### src/rtl/fpdiv_seq.sv
// Sequencer for a Goldschmidt divider datapath: steps the A/B operand muxes and the
// regA/regB/regC/regR load enables through initial approximation, refinement pairs and back-multiply.
module fpdiv_seq #(
  parameter int unsigned NUM_ITER = 3
) (
  input  logic       clock,
  input  logic       reset,
  input  logic       start,
  input  logic       abort,
  output logic [1:0] sel_muxa,
  output logic [1:0] sel_muxb,
  output logic       enA,
  output logic       enB,
  output logic       enC,
  output logic       enR,
  output logic       busy,
  output logic       done,
  output logic [2:0] iter
);

  typedef enum logic [2:0] {
    StIdle  = 3'd0,
    StInitQ = 3'd1,
    StInitR = 3'd2,
    StIterQ = 3'd3,
    StIterR = 3'd4,
    StRem   = 3'd5,
    StDone  = 3'd6
  } state_e;

  localparam logic [2:0] LastIter = 3'(NUM_ITER - 1);

  state_e     state_q, state_d;
  logic [2:0] iter_q, iter_d;

  always_ff @(posedge clock or posedge reset) begin
    if (reset) begin
      state_q <= StIdle;
      iter_q  <= 3'd0;
    end else begin
      state_q <= state_d;
      iter_q  <= iter_d;
    end
  end

  always_comb begin
    state_d = state_q;
    iter_d  = iter_q;
    // Abort outranks every other transition; in IDLE it also masks start.
    if (abort && (state_q != StIdle)) begin
      state_d = StIdle;
      iter_d  = 3'd0;
    end else begin
      case (state_q)
        StIdle: begin
          iter_d = 3'd0;
          if (start && !abort) state_d = StInitQ;
        end
        StInitQ: state_d = StInitR;
        StInitR: begin
          state_d = StIterQ;
          iter_d  = 3'd0;
        end
        StIterQ: state_d = StIterR;
        StIterR: begin
          if (iter_q == LastIter) begin
            state_d = StRem;
            iter_d  = 3'd0;
          end else begin
            state_d = StIterQ;
            iter_d  = iter_q + 3'd1;
          end
        end
        StRem:   state_d = StDone;
        StDone:  state_d = StIdle;
        default: begin
          state_d = StIdle;
          iter_d  = 3'd0;
        end
      endcase
    end
  end

  always_comb begin
    sel_muxa = 2'd0;
    sel_muxb = 2'd0;
    enA      = 1'b0;
    enB      = 1'b0;
    enC      = 1'b0;
    enR      = 1'b0;
    busy     = 1'b0;
    done     = 1'b0;
    case (state_q)
      StInitQ: begin
        sel_muxa = 2'd2;
        sel_muxb = 2'd1;
        enB      = 1'b1;
        busy     = 1'b1;
      end
      StInitR: begin
        sel_muxa = 2'd2;
        sel_muxb = 2'd0;
        enA      = 1'b1;
        enC      = 1'b1;
        busy     = 1'b1;
      end
      StIterQ: begin
        sel_muxa = 2'd0;
        sel_muxb = 2'd2;
        enB      = 1'b1;
        busy     = 1'b1;
      end
      StIterR: begin
        sel_muxa = 2'd0;
        sel_muxb = 2'd3;
        enA      = 1'b1;
        enC      = 1'b1;
        busy     = 1'b1;
      end
      StRem: begin
        sel_muxa = 2'd1;
        sel_muxb = 2'd2;
        enR      = 1'b1;
        busy     = 1'b1;
      end
      StDone: begin
        busy = 1'b1;
        done = 1'b1;
      end
      default: ;
    endcase
  end

  assign iter = iter_q;

endmodule

### config.mk
export PLATFORM = sky130hd
export DESIGN_NAME = fpdiv_seq
export DESIGN_NICKNAME = d
export VERILOG_FILES = /design/src/rtl/fpdiv_seq.sv
export SDC_FILE = /design/constraint.sdc
export NUM_CORES = 1
export LEC_CHECK = 0
export ABC_AREA = 1
export CORE_AREA = 2 2 39 41
export CTS_CLUSTER_DIAMETER = 60
export CTS_CLUSTER_SIZE = 25
export DETAILED_ROUTE_END_ITERATION = 10
export DIE_AREA = 0 0 41 43
export GPL_TIMING_DRIVEN = 0
export PLACE_DENSITY_LB_ADDON = 0.05
export SETUP_SLACK_MARGIN = 0.15
export SKIP_LAST_GASP = 1
export SLEW_MARGIN = 10
export SYNTH_ARGS = -nofsm -noshare
export SYNTH_HDL_FRONTEND = slang
export SYNTH_SLANG_ARGS = --single-unit
### constraint.sdc
create_clock -name clock -period 2.2 [get_ports clock]
set_input_delay 0.22 -clock clock [delete_from_list [all_inputs] [get_ports clock]]
set_output_delay 0.22 -clock clock [all_outputs]
set_load 0.1 [all_outputs]
# After elaboration in Yosys (flattened, before gate mapping)
# Index checks and enable logic that the tools add are counted.
# Widths: inputs -> output; s select.
# word_totals
register_bits,6
latch_bits,0
ramBits,0
romBits,0
input_bits,4
output_inout_bits,13
word_cells,37
n_memories,0
# classes
addsub,1
n_mul,0
div_mod_pow,0
magnitude_cmp,0
eq_ne,9
shifts,0
muxes,14
bitwise,0
reduce_logical,11
# ops
cell,n
$pmux 3 s6,1
$mux 3,5
$eq 3x2->1 const B,3
$eq 3x3->1 const B,3
$reduce_or 2->1,4
$pmux 2 s3,1
$pmux 3 s2,1
$reduce_or 6->1,1
$mux 1,5
$pmux 2 s2,1
$reduce_or 4->1,1
$add 3x1->3 const B,1
$eq 3x1->1 const B,1
$logic_not 3->1,1
$ne 3x3->1 const B,1
$reduce_bool 3->1,1
$logic_and 1x1->1,2
$ne 2x1->1 const B,1
$logic_not 1->1,1

# Longest topological paths before layout
# Gate-level depths: netlist of run 1.
# logic_depth
depth_word,5
mapped_depth,6
ltp_nobuf,6

# Least setup slack after synthesis of run 1
# OpenSTA, ideal clock, no wires.
# synth_timing
path_kind,register to output
startpoint,reg state_q[2]
endpoint,out busy
arrival_time_ns,2.940
t_required_ns,1.980
setup_slack_ns,-0.960
path_stages_with_launch,6
path_buffers,0
path_cell_list,dfrtp_1 > nor2_2 > nand2_1 > nand2_1 > nor2_1 > nand2_1
# synth_between
elab_chain_cells,3
word_cells_on_any_way,8
classes_between,eq/ne (6); mux (1); reduce/logical (1)
# synth_rtl
element,line,source
start: declaration,33,"state_e state_q, state_d;"
start signal: assignment,38,state_q <= StIdle;
start signal: assignment,41,state_q <= state_d;
"$eq 3x3->1, or another cell as far along",93,case (state_q)
$reduce_or 6->1 (no line) *,-,
$mux 1 *,93,
end: declaration,16,"output logic busy,"
# Mark *: on every way between the ends. The rest lies on a longest branch, timed or not.

# Final worst setup path of run 1
# layout_timing
startpoint,reg iter_q[2] (netlist: iter[2])
endpoint,out iter[2]
# layout_rtl
element,line,source
start: declaration,34,"logic [2:0] iter_q, iter_d;"
start signal: assignment,42,iter_q <= iter_d;
end: declaration,18,output logic [2:0] iter
# No word-level cell between the ends.

==> results.md, run 1 <==
* Crit path time final at 1.98 ns
* Vias/cell at 4.31
* Reg2Reg Depth at 4
* Pre-antenna DRT Iters at 3
* TritonCTS buffer count at 3
* First-pass GRT wire length at 1.44 mm
* Post-CTS Repair Setup Buffers at 0
* CP endpoint kind: primary output
* Slew Limit Fails at 0
* Die Ht at 43 um
* Final nets at 88
* CTS H-tree lvls at 1
* CP Buf/Inv Count at 1
* I/O Buffers at 16
* Final cycle utilization of the critical path at 0.899
* Crit path launch: iter[2]
* Met3 WL at 39 um
* Area Overhead vs Synth at 53.0%
* Slowest CP cell: clkdlybuf4s50_1
* Post-synthesis xor/xnor area fraction at 0.0203
* Critical Path RT at 1.98 ns
* Crit-path max FO at 4
* Initial drt markers at 3
* Clock sink total at 6
* Worst Path Class, Setup: register to primary output
* Leakage at 0.374 nW
* Pwr Total at 405 uW
* Fmax at 0.506 GHz
* # DRC at 0
* Register area share after synthesis at 0.348
* DR top layer: met4
* Largest net degree at the start of global routing at 7
* Post-synthesis register bit count at 6
* Clk_skew at 0.00121 ns
* Number of routed nets with antenna violations at 0
* Largest family of logic cells by synthesized area: simple AND/OR/NAND/NOR gates
* Area share of fa/ha/maj cells after synthesis at 0
* Simple-gate share of the synthesized area at 0.467
* GRT Total Usage at 0.122
* Synth warnings at 0
* RSZ-0062 raised after global routing: yes
* Wire per inst at 8.73 um
* DP Wirelength at 767 um
* Final setup TNS at 0 ns
* Share of cells above drive strength 1 at 0.329
* Critical Path Stages at 1
* Critical Path AT at 1.76 ns
* Skew-Pair Late Insertion Delay at 0.23 ns
* Initial antenna violation count at 0
* Post-cts hold buffer count at 0
* Multiplexer share of the synthesized area at 0
* Synth Instances at 63
* MaxCap Viol Count at 0
* Synth Area per Inst at 6.85 sq um
* Antenna Cells at 0
* Slew headroom at 0.358
* Wl on met1 at 393 um
* Core Area at 1380 sq um
* Complex-gate fraction of the synthesized area at 0.0348
* Yosys cell types at 15
* CP delay by family, top: buffers and inverters
* Setup-failing EPs final at 0
* Peak supply drop at 0.344 mV
* Slowest stage delay, CP at 1.14 ns
* Crit path cell chain: clkdlybuf4s50_1
* Worst r2r src: state_q[2]
* Die area at 1760 sq um
* Status: finished clean
* Net count after synthesis at 67
* CTS root buffer: clkbuf_4
* DR vias at 422
* Horiz. Die Dim at 41 um
* CTS tree: yes
* CTS max path bufs at 2
* Mapped Area at 432 sq um
* P per Cell Area at 613 nW/um^2
* Site Rows at 14
* WL met2 at 411 um
* Clock slew at reported path FFs at 0.04 ns
* Worst min path class: primary input to async pin
* Post-Route WL at 856 um
* Initial core utilization at 0.312
* Fin. Hold Viols at 0
* Ports at 17
* Startpoint types: register
* Vias in the first global route at 371
* GP Congestion at 0.750
* Least-Margin Pin Slew at 0.961 ns
* Total grt overflow at 0
==> sequential cells by signal, indices dropped and copies added (netlist names) <==
name	flops
state_q	3
iter	3
==> cells in the final DEF (no fill, tap or decap), drive strengths merged <==
master,n
nand2,14
nor2,13
nand3,13
inv,10
clkdlybuf4s15,7
dfrtp,6
clkdlybuf4s50,4
buf,4
clkbuf,3
o21ai,2
dlymetal6s2s,2
a21oi,1
xor2,1
clkinvlp,1
dlygate4sd2,1
==> logic make-up (layout without fill, tap and decap cells) <==
family | Yosys count | count (layout)
xor gates and xnor gates | 1 | 1
and+or+nand+nor | 40 | 40
AOI/OAI and AO/OA | 3 | 3
buffers and inverters | 13 | 32
DFF | 6 | 6
==> metrics by stage <==
step           instance area [sq um]  hold slack [ns]  cells  worst slack (ns)  utilization
2_1_floorplan                    455           0.0110     63            0.0600            -
3_3_place_gp                     636            0.442     95            -0.164        0.459
3_5_place_dp                     636            0.445     95            -0.157        0.459
4_1_cts                          668            0.189     98            0.0856        0.483
5_1_grt                          661            0.232     98             0.148        0.477
6_report                         661            0.188     98             0.223        0.477
==> cells in the mapped netlist (all sizes together) <==
library cell,n,area share
nand2,14,0.13
dfrtp,6,0.35
xor2,1,0.020
nand3,13,0.20
nor2,13,0.14
buf,2,0.035
a21oi,1,0.012
o21ai,2,0.023
inv,11,0.096
==> worst paths after layout <==
check / to / slack [ns]
worst min register to register: state_q[0] / 0.50
worst max-delay path: iter[2] / 0.22
worst min-delay path: state_q[2] / 0.19
min in group clock: state_q[0] / 0.50
max in group asynchronous: iter[0] / 1.83
worst max register to register: state_q[1] / 1.10
==> final cells by class <==
class,count,area (sq um)
Sequential cell,6,150
Clock buffer,3,22.5
Fill cell,159,723
Timing Repair Buffer,16,163
Multi-Input combinational cell,44,245
Buffer,2,15.0
Tap cell,16,20.0
Inverter,11,45.0
==> per-layer routing <==
layer | GRT usage | up-vias
met5 | 0 | -
met4 | 0.100 | 0
met3 | 0.0157 | 2
met2 | 0.172 | 11
met1 | 0.156 | 175
li1 | - | 234
==> repair_timing <==
| item | 4_1_cts | 5_1_grt |
|---|---|---|
| endpoints found under the setup margin | 10 | 4 |
| resized for setup | 28 | 6 |
| gates cloned | 0 | 0 |
| pin swaps | 0 | 0 |
==> power breakdown <==
group | internal (mW) | switching [mW] | total [mW]
combinational | 0.0397 | 0.150 | 0.190
clock | 0.0613 | 0.0335 | 0.0948
sequential | 0.115 | 0.00571 | 0.120
total | 0.216 | 0.189 | 0.405
(Power assumes the default switching activity.)
==> run 2: changes to the inputs <==
Settings changed: CAP_MARGIN set to 10, CTS_CLUSTER_SIZE 25 to 40.
==> results of run 2 <==
The final DEF is identical to that of run 1; final timing and power are the same.
